File: src/rtl/mmio_uart_tx_if.sv
// Data-port bus bundle between the CPU core and the memory-mapped UART transmitter.
// The master is the core (or testbench); the slave is mmio_uart_tx.
interface mmio_uart_tx_if;
  logic        ce;
  logic        we;
  logic [31:0] addr;
  logic [31:0] data_i;
  logic [31:0] data_o;
  logic        sel;

  modport master (output ce, we, addr, data_i, input data_o, sel);
  modport slave  (input ce, we, addr, data_i, output data_o, sel);
endinterface

File: src/rtl/mmio_uart_tx.sv
// Memory-mapped UART transmitter: 16-byte register window on the CPU data port,
// TX FIFO of FIFO_DEPTH bytes, programmable baud divider, 8N1 serial output.
// Optional build macro MMIO_UART_TX_PARITY_EN adds an even-parity bit (8E1).
// Register map: 0x0 TXDATA (wo push), 0x4 STATUS, 0x8 DIV, 0xC CTRL.
module mmio_uart_tx #(
  parameter logic [31:0] BASE_ADDR  = 32'h0000_1000,
  parameter int          FIFO_DEPTH = 8,
  parameter logic [15:0] DIV_RESET  = 16'd16
) (
  input  logic              clk,
  input  logic              rst,
  mmio_uart_tx_if.slave     bus,
  output logic              tx,
  output logic              irq
);

  localparam int AW = $clog2(FIFO_DEPTH);

  typedef enum logic [2:0] {
    S_IDLE,
    S_START,
    S_DATA,
`ifdef MMIO_UART_TX_PARITY_EN
    S_PARITY,
`endif
    S_STOP
  } state_t;

  // Bus decode
  logic       hit;
  logic       wr;
  logic       rd;
  logic [1:0] reg_idx;

  assign hit     = bus.ce && (bus.addr[31:4] == BASE_ADDR[31:4]);
  assign wr      = hit && bus.we;
  assign rd      = hit && !bus.we;
  assign reg_idx = bus.addr[3:2];
  assign bus.sel = hit;

  // Control/status registers
  logic [15:0] div_q;
  logic        irq_en;
  logic        ovf;

  // FIFO
  logic [7:0]  mem [FIFO_DEPTH];
  logic [AW:0] wptr;
  logic [AW:0] rptr;
  logic [AW:0] count;
  logic        empty;
  logic        full;
  logic [7:0]  head;
  logic        push_req;
  logic        push_ok;
  logic        pop;
  logic        ovf_set;

  // Transmitter
  state_t      state;
  logic [15:0] cnt;
  logic [2:0]  bit_idx;
  logic [7:0]  shreg;
  logic        tx_q;
  logic        busy;
  logic        bit_done;
  logic [15:0] reload;
`ifdef MMIO_UART_TX_PARITY_EN
  logic        par_q;
`endif

  assign count    = wptr - rptr;
  assign empty    = (count == '0);
  assign full     = (count == (AW+1)'(FIFO_DEPTH));
  assign head     = mem[rptr[AW-1:0]];
  assign busy     = (state != S_IDLE);
  assign bit_done = (cnt == 16'd0);
  // A divider of zero behaves as one cycle per bit.
  assign reload   = (div_q == 16'd0) ? 16'd0 : div_q - 16'd1;

  // The FSM takes the head byte on leaving IDLE or at the end of a STOP bit.
  assign pop      = !empty && ((state == S_IDLE) || ((state == S_STOP) && bit_done));
  assign push_req = wr && (reg_idx == 2'd0);
  // A full FIFO still accepts a byte when the head leaves in the same cycle.
  assign push_ok  = push_req && (!full || pop);
  assign ovf_set  = push_req && full && !pop;

  // FIFO pointers: one extra wrap bit each so full and empty are distinguishable.
  // NOTE: sequential state uses non-blocking (<=) so every flop samples pre-edge values.
  always_ff @(posedge clk or negedge rst) begin
    if (!rst) begin
      wptr <= '0;
      rptr <= '0;
    end else begin
      if (push_ok) wptr <= wptr + 1'b1;
      if (pop)     rptr <= rptr + 1'b1;
    end
  end

  // FIFO storage write.
  // NOTE: the storage array has no reset; the pointers alone define which entries are valid.
  always_ff @(posedge clk) begin
    if (push_ok) mem[wptr[AW-1:0]] <= bus.data_i[7:0];
  end

  // Software-visible registers; an overflow in the same cycle as a clear wins.
  always_ff @(posedge clk or negedge rst) begin
    if (!rst) begin
      div_q  <= DIV_RESET;
      irq_en <= 1'b0;
      ovf    <= 1'b0;
    end else begin
      if (wr && (reg_idx == 2'd2)) div_q  <= bus.data_i[15:0];
      if (wr && (reg_idx == 2'd3)) irq_en <= bus.data_i[0];
      if (ovf_set)                                      ovf <= 1'b1;
      else if (wr && (reg_idx == 2'd1) && bus.data_i[3]) ovf <= 1'b0;
    end
  end

  // Transmit FSM: each state holds one bit for max(DIV,1) cycles; tx is registered.
  always_ff @(posedge clk or negedge rst) begin
    if (!rst) begin
      state   <= S_IDLE;
      cnt     <= 16'd0;
      bit_idx <= 3'd0;
      shreg   <= 8'd0;
      tx_q    <= 1'b1;
`ifdef MMIO_UART_TX_PARITY_EN
      par_q   <= 1'b0;
`endif
    end else begin
      case (state)
        S_IDLE: begin
          if (!empty) begin
            state <= S_START;
            shreg <= head;
            cnt   <= reload;
            tx_q  <= 1'b0;
`ifdef MMIO_UART_TX_PARITY_EN
            par_q <= ^head;
`endif
          end
        end
        S_START: begin
          if (bit_done) begin
            state   <= S_DATA;
            cnt     <= reload;
            bit_idx <= 3'd0;
            tx_q    <= shreg[0];
          end else begin
            cnt <= cnt - 16'd1;
          end
        end
        S_DATA: begin
          if (bit_done) begin
            cnt <= reload;
            if (bit_idx == 3'd7) begin
`ifdef MMIO_UART_TX_PARITY_EN
              state <= S_PARITY;
              tx_q  <= par_q;
`else
              state <= S_STOP;
              tx_q  <= 1'b1;
`endif
            end else begin
              bit_idx <= bit_idx + 3'd1;
              shreg   <= {1'b0, shreg[7:1]};
              tx_q    <= shreg[1];
            end
          end else begin
            cnt <= cnt - 16'd1;
          end
        end
`ifdef MMIO_UART_TX_PARITY_EN
        S_PARITY: begin
          if (bit_done) begin
            state <= S_STOP;
            cnt   <= reload;
            tx_q  <= 1'b1;
          end else begin
            cnt <= cnt - 16'd1;
          end
        end
`endif
        S_STOP: begin
          if (bit_done) begin
            if (!empty) begin
              state <= S_START;
              shreg <= head;
              cnt   <= reload;
              tx_q  <= 1'b0;
`ifdef MMIO_UART_TX_PARITY_EN
              par_q <= ^head;
`endif
            end else begin
              state <= S_IDLE;
              tx_q  <= 1'b1;
            end
          end else begin
            cnt <= cnt - 16'd1;
          end
        end
        default: begin
          state <= S_IDLE;
          tx_q  <= 1'b1;
        end
      endcase
    end
  end

  assign tx  = tx_q;
  assign irq = irq_en && empty && !busy;

  // Combinational read mux; zero whenever the window is not being read.
  // NOTE: assigning a default first keeps this block free of inferred latches.
  always_comb begin
    bus.data_o = 32'd0;
    if (rd) begin
      case (reg_idx)
        2'd1:    bus.data_o = {18'd0, 6'(count), 4'd0, ovf, busy, empty, full};
        2'd2:    bus.data_o = {16'd0, div_q};
        2'd3:    bus.data_o = {31'd0, irq_en};
        default: bus.data_o = 32'd0;
      endcase
    end
  end

  // Address byte-lane bits and upper write-data bits carry no meaning here.
  logic unused_bits;
  assign unused_bits = &{1'b0, bus.addr[1:0], bus.data_i[31:16]};

endmodule

File: src/flat_wrapper.sv
// flat-port wrapper written by rule: the top's interface ports become plain ports
module mmio_uart_tx_flat 
#(
  parameter logic [31:0] BASE_ADDR  = 32'h0000_1000,
  parameter int          FIFO_DEPTH = 8,
  parameter logic [15:0] DIV_RESET  = 16'd16
)
  (clk, rst, tx, irq, bus_ce, bus_we, bus_addr, bus_data_i, bus_data_o, bus_sel);
  mmio_uart_tx_if bus_i ();
  input  logic clk;
  input  logic rst;
  output logic tx;
  output logic irq;
  input wire logic [$bits(bus_i.ce)-1:0] bus_ce;
  input wire logic [$bits(bus_i.we)-1:0] bus_we;
  input wire logic [$bits(bus_i.addr)-1:0] bus_addr;
  input wire logic [$bits(bus_i.data_i)-1:0] bus_data_i;
  output wire logic [$bits(bus_i.data_o)-1:0] bus_data_o;
  output wire logic [$bits(bus_i.sel)-1:0] bus_sel;
  assign bus_i.ce = bus_ce;
  assign bus_i.we = bus_we;
  assign bus_i.addr = bus_addr;
  assign bus_i.data_i = bus_data_i;
  assign bus_data_o = bus_i.data_o;
  assign bus_sel = bus_i.sel;
  mmio_uart_tx #(.BASE_ADDR(BASE_ADDR), .FIFO_DEPTH(FIFO_DEPTH), .DIV_RESET(DIV_RESET)) u_core (.clk(clk), .rst(rst), .bus(bus_i), .tx(tx), .irq(irq));
endmodule
File: config.mk
export PLATFORM = sky130hd
export DESIGN_NAME = mmio_uart_tx_flat
export DESIGN_NICKNAME = d
export VERILOG_FILES = /design/src/rtl/mmio_uart_tx_if.sv /design/src/rtl/mmio_uart_tx.sv /design/src/flat_wrapper.sv
export SDC_FILE = /design/constraint.sdc
export NUM_CORES = 1
export LEC_CHECK = 0
export BUFFER_PORTS_ARGS = -buffer_cell sky130_fd_sc_hd__buf_4
export CAP_MARGIN = 30
export CORE_UTILIZATION = 61
export DETAILED_ROUTE_END_ITERATION = 16
export PLACE_DENSITY = 0.85
export SYNTH_ARGS = -nofsm -noshare
export SYNTH_HDL_FRONTEND = slang
export SYNTH_SLANG_ARGS = --single-unit
File: constraint.sdc
create_clock -name clk -period 7.76 [get_ports clk]
set_input_delay 0 -clock clk [delete_from_list [all_inputs] [get_ports clk]]
set_output_delay 0 -clock clk [all_outputs]
set_load 0.01 [all_outputs]
==> impl_results.md, run 1 <==
* CP Capture Type: output pin
* Tot GR Track Use at 0.3133
* Maximum VDD drop at 196.8 uV
* Worst Path Arrival at ~3.8 ns
* Die Height at about 110 um
* DP Wirelength at 10.85 mm
* Vias in the first global route at 5240
* Fillers at 695
* Outcome: finished clean
* Highest-delay cell along the critical path: dfrtp_1
* H-tree levels at 4
* Fmax at roughly 260 MHz
* Critical path, cell by cell: inv_1 -> ha_1 -> nand3b_1 -> a21oi_1 -> o21a_1 -> a22oi_1 -> nor2_1 -> buf_4
* Die footprint at 0.01147 mm2
* Nets@finish at between 700 and 800
* Clock Pin Slew Worst Setup and Hold Paths at 0.06 ns
* Layout cells sized above 1 at 0.2202
* Synthesized area at 0.006738 mm2
* Yosys Warn Count at 0
* Flops & latches, synth at 120
* Initial DRC count at around 570
* DR pass1 iterations at 5
* Hold Vio Cnt, Final at 0
* Post-synth EDFFs at 64
* Clk_lat worst skew at 0.53 ns
* Crit path max fanout at 26
* Final Skew at 0.008803 ns
* Initial Utilization at 0.6243
* Register area share after synthesis at 0.4936
* R2R Setup Slk at 4.05 ns
* Hold WC Path Type: input port to flop
* Clock root buffer: clkbuf_8
* Post-CTS Setup Inserts at 0
* Synth unique cells at 75
* # DRC at 0
* Worst hold slack at 0.05247 ns
* Delay-heaviest family, CP: compound AO/OA/AOI/OAI gates
* Sinks on the clock net at 120
* Initial antenna violation count at 0
* CTS tree: yes
* Largest net degree at the start of global routing at 57
* CTS buffer count at 17
* Vias at 5420
* Post-route ant nets at 0
* Hold-fix buffers at CTS at 20
* Inserted Diodes at 0
* Ys async rst share at 0.4667
* Final Max Tran Viols at 0
* GRT overflow at 0
* Per-cell routed wire length at 20.25 um
* First-pass GRT wire length at roughly 27 mm
* Pwr/cell area at 221.9 mW/mm2
* Final wirelength at around 17 mm
* Worst Path Required at 7.76 ns
* Slew HR at 0.2800
* IO buf count at between 60 and 70
* Row count at 38
* RSZ-0062 raised after global routing: no
* Post-layout minimum cycle time at roughly 3.8 ns
* Routability cong. at 0.8833
* Area growth, synth to finish at 18.40%
* Setup_tns at 0 ns
* Crit path buf inv count at 2
* Core footprint at 0.01079 mm2
* Avg Inst Size Synth at 11.01 um2
* Post_cts resized at 0
* Setup violators final at 0
* CP Launch Type: flop
* Worst Max-Slew Pin Slew at 1.080 ns
* Max-Cap Viols at 0
* Leak Pwr at 3.265 nW
* Main synth FF type: edfxtp_1
* Clock buffer depth at 2
* Worst setup path class: flop to output pin
* Die Width at about 110 um
* Vias per std cell at 6.422
* Crit-path max cell delay at 0.93 ns
* Syn Inst Count at 612
* Fin crit share at 0.4905
* I/O pin cnt at roughly 100
logic make-up after synthesis:
group	count (synthesis)	share of synthesized area
other cells	1	0.0005566
compound gates	135	0.1320
buf+inv	65	0.04865
xor+xnor	20	0.02600
fa+ha+maj	15	0.02897
mux	53	0.1174
simple gates	203	0.1528
flops	120	0.4936
registers in the layout (all words and copies together), names as in the netlist:
name and cells:
u_core.wptr 4, u_core.shreg 8, u_core.cnt 16, u_core.rptr 4, u_core.bit_idx 3, u_core.mem 64
u_core.state 2, u_core.irq_en 1, u_core.tx 1, u_core.ovf 1, u_core.div_q 16
final cells by class:
class | instances | area [um2] | share of cell area
sequential | 120 | 3326 | 0.4169
multi-input combinational | 442 | 3141 | 0.3937
timing repair buffer | 92 | 740.7 | 0.09285
clock buffer | 24 | 450.4 | 0.05646
tap | 140 | 175.2 | 0.02196
clock inverter | 8 | 77.57 | 0.009724
inverter | 18 | 67.56 | 0.008469
final timing paths:
path | depth (start not counted) | start | end
setup / recovery | 8 | u_core.rptr[1] | bus_data_o[1]
hold / removal | 4 | bus_we | u_core.wptr[2]
setup reg to reg | 8 | u_core.rptr[1] | u_core.shreg[4]
hold reg to reg | 1 | u_core.rptr[3] | u_core.rptr[3]
max in group asynchronous | 2 | rst | u_core.shreg[5]
min in group asynchronous | 2 | rst | u_core.cnt[12]
worst register-to-register path: cells and delay by family (launching register included):
kind                       cells  cell delay [ns]
AOI/OAI and AO/OA              4             1.69
adders and majority gates      1             0.34
DFF                            1             0.93
muxes                          1             0.35
and+or+nand+nor                1             0.12
buffers and inverters          1             0.16
cell usage after synthesis (10+ instances only):
| master | count | area [um2] |
|---|---|---|
| nor2_1 | 69 | 259.0 |
| edfxtp_1 | 64 | 1922 |
| dfrtp_1 | 54 | 1351 |
| nand2_1 | 40 | 150.1 |
| a21oi_1 | 35 | 175.2 |
| o21ai_0 | 35 | 175.2 |
| clkbuf_1 | 20 | 75.07 |
| mux2_2 | 20 | 225.2 |
| inv_1 | 17 | 63.81 |
| nor3_1 | 17 | 85.08 |
| buf_4 | 16 | 120.1 |
| mux4_2 | 16 | 360.4 |
| ha_1 | 14 | 175.2 |
| nand3_1 | 11 | 55.05 |
| and2_1 | 10 | 62.56 |
| mux2i_1 | 10 | 100.1 |
| nand4_1 | 10 | 62.56 |
| xnor2_1 | 10 | 87.58 |
| xor2_1 | 10 | 87.58 |
stage by stage:
step / instances / total power, W / utilization / cell area, um2 / setup slack (ns)
finish: 844 / 0.001770 / 0.7392 / 7978 / 3.954
global route: 844 / 0.001821 / 0.7392 / 7978 / 3.812
CTS: 844 / 0.001757 / 0.7392 / 7978 / 4.039
detailed placement: 792 / 0.001043 / 0.6717 / 7249 / 4.152
global placement: 792 / 0.001031 / 0.6717 / 7249 / 4.326
floorplan: 627 / 0.0009769 / - / 6794 / 4.616
per-layer routing:
layer / track usage / vias to the layer above / routed length [um]
li1: - / 2427 / -
met1: 0.4060 / 2637 / 6829
met2: 0.5166 / 312 / 8477
met3: 0.05653 / 44 / 1308
met4: 0.1399 / 0 / 471
met5: 0 / - / 0
placed cells by master, fill, tap and decap left out, types with 11 or more instances in the layout:
master,instances
inv_1,17
nand2_1,40
edfxtp_1,64
nand3_1,11
nor2_1,69
buf_4,72
mux4_2,16
ha_1,14
a21oi_1,35
conb_1,16
nor3_1,17
mux2_2,20
dfrtp_1,54
clkbuf_16,16
dlygate4sd3_1,20
o21ai_0,35
report_power, final:
group / internal (W) / switching (W)
clock network: 0.000432 / 0.000282
registers: 0.000685 / 0.00000932
logic: 0.000144 / 0.000218
total: 0.00126 / 0.000509
(Power assumes the default switching activity.)
==> run 2: changes to the inputs <==
--- a/config.mk
+++ b/config.mk
@@ -5,11 +5,12 @@
 export SDC_FILE = /design/constraint.sdc
 export NUM_CORES = 1
 export LEC_CHECK = 0
+export ABC_AREA = 1
 export BUFFER_PORTS_ARGS = -buffer_cell sky130_fd_sc_hd__buf_4
 export CAP_MARGIN = 30
-export CORE_UTILIZATION = 61
+export CORE_UTILIZATION = 58
 export DETAILED_ROUTE_END_ITERATION = 16
-export PLACE_DENSITY = 0.85
+export PLACE_DENSITY = 0.81
 export SYNTH_ARGS = -nofsm -noshare
 export SYNTH_HDL_FRONTEND = slang
 export SYNTH_SLANG_ARGS = --single-unit
==> constraint.sdc (replaced) <==
create_clock -name clk -period 3.6 [get_ports clk]
set_input_delay 0 -clock clk [delete_from_list [all_inputs] [get_ports clk]]
set_output_delay 0 -clock clk [all_outputs]
set_load 0.01 [all_outputs]
==> run 2 against run 1 <==
Compared with the run above:
- non-clock buffer count increased by 19
- utilization shrank 1.9 points
- worst hold slack improved by 0.034 ns
- die area grew 14%
- critical endpoint unchanged
- largest cell class is now multi-input combinational cells
- largest power group unchanged
- highest routed layer unchanged
==> impl_results.md, run 2 <==
* Outcome: finished clean
* Most frequent cell after synthesis: nand2_1
* Largest family of logic cells by synthesized area: simple AND/OR/NAND/NOR gates
* Ys async rst share at 0.4667 (unchanged)
* Nets@finish at 1096 (+42%)
* Hold Crit Depth at 8 (+4)
* I/O pin cnt at 103 (unchanged)
* Vias per std cell at 5.497 (-14%)
* CP Capture Type: output pin
* Fin crit share at 0.7875
* Max reg flops at 64 (unchanged)
* Synthesized area at 0.007326 mm2 (+8.7%)
* Post-layout minimum cycle time at 2.835 ns
* Post-synthesis mux area share at 0.001537 (-0.1158)
* RSZ-0062 raised after global routing: no
* H-tree levels at 4 (unchanged)
* Initial antenna violation count at 0 (unchanged)
* Initial DRC count at 548 (-4.0%)
* Worst Path Required at 3.60 ns (-4.16 ns)
* Fmax at 352.7 MHz
* Main synth FF type: edfxtp_1
* Top cells by area, synth: edfxtp_1 (26%), dfrtp_1 (18%), nand2_1 (12%)
* Routability cong. at 0.9214 (+4.3%)
* Post-CTS Setup Inserts at 0 (unchanged)
* Max-Cap Viols at 0 (unchanged)
* Per-cell routed wire length at 15.00 um (-26%)
* Hold path start: bus_addr[30]
* Most frequent cells in the layout: nand2_1 (238), nor2_1 (122), buf_4 (82), inv_1 (75), nand3_1 (72)
* Die Width at 114.4 um (+6.8%)
* Clk_lat worst skew at 0.43 ns (-0.10 ns)
* Register area share after synthesis at 0.4540 (-0.03962)
* # DRC at 0 (unchanged)
* Commonest non-fill, non-tap cell in the layout: nand2_1
* DR pass1 iterations at 8 (+3)
* Vias in the first global route at 6190 (+18%)
* Dpl cells at 1133 (+43%)
* Syn Inst Count at 916 (+50%)
* Clock buffer depth at 2 (unchanged)
* Post-synth EDFFs at 64 (unchanged)
* Synth cell count leaders: nand2_1 (238), nor2_1 (122), inv_1 (75), nand3_1 (72)
* CP Launch Type: flop
* Avg Inst Size Synth at 7.998 um2 (-27%)
* Tot GR Track Use at 0.2950 (-0.01829)
* Worst Max-Slew Pin Slew at 0.9106 ns (-0.1695 ns)
* Die footprint at 0.01308 mm2 (+14%)
* Vias at 6563 (+21%)
* Row count at 40 (+5.3%)
* CTS buffer count at 17 (unchanged)
* Leading area contributor after synthesis: edfxtp_1
* XOR/XNOR Fraction of Synth Area at 0.02152 (-0.004478)
* Worst Path Arrival at 2.84 ns (-0.97 ns)
* Hold Vio Cnt, Final at 0 (unchanged)
* Leak Pwr at 4.123 nW (+26%)
* R2R Setup Slk at 0.88 ns (-3.17 ns)
* Flops & latches, synth at 120 (unchanged)
* CTS tree: yes
* Clock root buffer: clkbuf_16
* Maximum VDD drop at 455.9 uV (+130%)
* Worst Hold End: u_core.wptr[3]
* Inserted Diodes at 0 (unchanged)
* IO buf count at 68 (unchanged)
* Simple logic cell fraction of the synthesized area at 0.3093 (+0.1565)
* Final std cells w/o fill at 1194 (+41%)
* Largest net degree at the start of global routing at 57 (unchanged)
* Worst reg2reg endpoint: u_core.mem[5][2]
* Synth unique cells at 54 (-28%)
* First-pass GRT wire length at 29.37 mm (+10%)
* DP Wirelength at 12.00 mm (+11%)
* Worst setup path class: flop to output pin
* Initial Utilization at 0.6024 (-0.02191)
* Post-route ant nets at 0 (unchanged)
* Hold WC Path Type: input port to flop
* Worst hold slack at 0.08639 ns (+0.03392 ns)
* Setup_tns at 0 ns (unchanged)
* Reg2reg start: u_core.wptr[0]
* Yosys Warn Count at 0 (unchanged)
* Worst Reg-to-Reg Cells at 11 (+3)
* Final wirelength at 17.92 mm (+4.8%)
* Post-Synth Adder-Cell Area at 0.02664 (-0.002325)
* Core footprint at 0.01216 mm2 (+13%)
* Slew HR at 0.3923 (+0.1123)
* Post-synthesis compound-gate area fraction at 0.1032 (-0.02887)
* Setup violators final at 0 (unchanged)
* Die Height at 114.4 um (+6.8%)
* Final Max Tran Viols at 0 (unchanged)
* Crit path max fanout at 13 (-50%)
* Pwr/cell area at 368.5 mW/mm2 (+66%)
* Final Skew at 0.008760 ns (-0.00004235 ns)
* GRT overflow at 0 (unchanged)
* Area growth, synth to finish at 19.57%
* Clock Pin Slew Worst Setup and Hold Paths at 0.06 ns (about the same)
* Sinks on the clock net at 120 (unchanged)
* Synth top area share at 0.2623 (-0.02290)
* Layout cells sized above 1 at 0.1618 (-0.05838)
-- run 2: cell types whose count changed after synthesis, moves of 19 or more --
| cell | change |
|---|---|
| nand2_1 | +198 |
| nand3_1 | +61 |
| inv_1 | +58 |
| nor2_1 | +53 |
| o21ai_0 | +29 |
| mux2_2 | -19 |
-- run 2: metrics by stage --
stage	setup WS [ns]	total power [W]	utilization	area, um2
after floorplan	0.9835	0.001537	-	7382
after global placement	0.9362	0.001598	0.6497	7901
after detailed placement	0.8998	0.001599	0.6497	7901
after CTS	0.7664	0.003237	0.7203	8760
after global routing	0.6446	0.003317	0.7203	8760
final	0.7649	0.003228	0.7203	8760
-- run 2: cell type report --
cell class,count,area (um2)
clock buffer,18,429.2
clock inverter,14,138.9
fill,898,3402
inverter,79,304.0
multi-input combinational,684,3446
sequential,120,3326
tap,168,210.2
timing repair buffer,111,905.9
-- run 2: worst max-delay path: stages, from the launching register on --
cell and delay [ns]:
dfrtp_1 0.40, inv_1 0.13, ha_1 0.23, fa_1 0.59
nand2_1 0.07, nor2_2 0.17, nand3_4 0.09, inv_2 0.25
nand2_1 0.09, a21oi_1 0.22, buf_4 0.16
-- run 2: cells by family (layout without fill, tap and decap cells) --
kind of cell | Yosys count | after routing
and+or+nand+nor | 500 | 500
muxes | 1 | 1
other | 1 | 16
xor gates and xnor gates | 18 | 18
buffers and inverters | 127 | 222
AOI/OAI and AO/OA | 134 | 134
adders and majority gates | 15 | 15
DFF | 120 | 120
-- run 2: routing by layer --
layer  up-vias  share of wire  track usage
li1       3197              -            -
met1      3000           0.41       0.3929
met2       317           0.48       0.4651
met3        49          0.082      0.06988
met4         0          0.026       0.1229
met5         -              0            0
-- run 2: power by group --
part	switching (W)	internal [W]	total, W
Sequential	0.00000309	0.00146	0.00146
Clock	0.000672	0.000963	0.00164
Combinational	0.0000742	0.0000597	0.000134
Total	0.000749	0.00248	0.00323
-- run 2: timing repair --
item	in CTS	in global routing
endpoints found under the hold margin	137	0
hold buffers	29	0
resized for setup	0	0
-- run 2: how the worst max path moves through the flow --
stage                         from          endpoint  slack (ns)  cells after the start
CTS                 u_core.wptr[0]     bus_data_o[1]        0.77                     10
detailed placement  u_core.wptr[0]  u_core.mem[5][7]        0.90                     11
finish              u_core.wptr[0]     bus_data_o[1]        0.76                     10
floorplan           u_core.rptr[2]  u_core.mem[1][0]        0.98                     12
global placement    u_core.wptr[0]  u_core.mem[5][2]        0.94                     11
global route        u_core.wptr[0]  u_core.mem[5][5]        0.64                     11
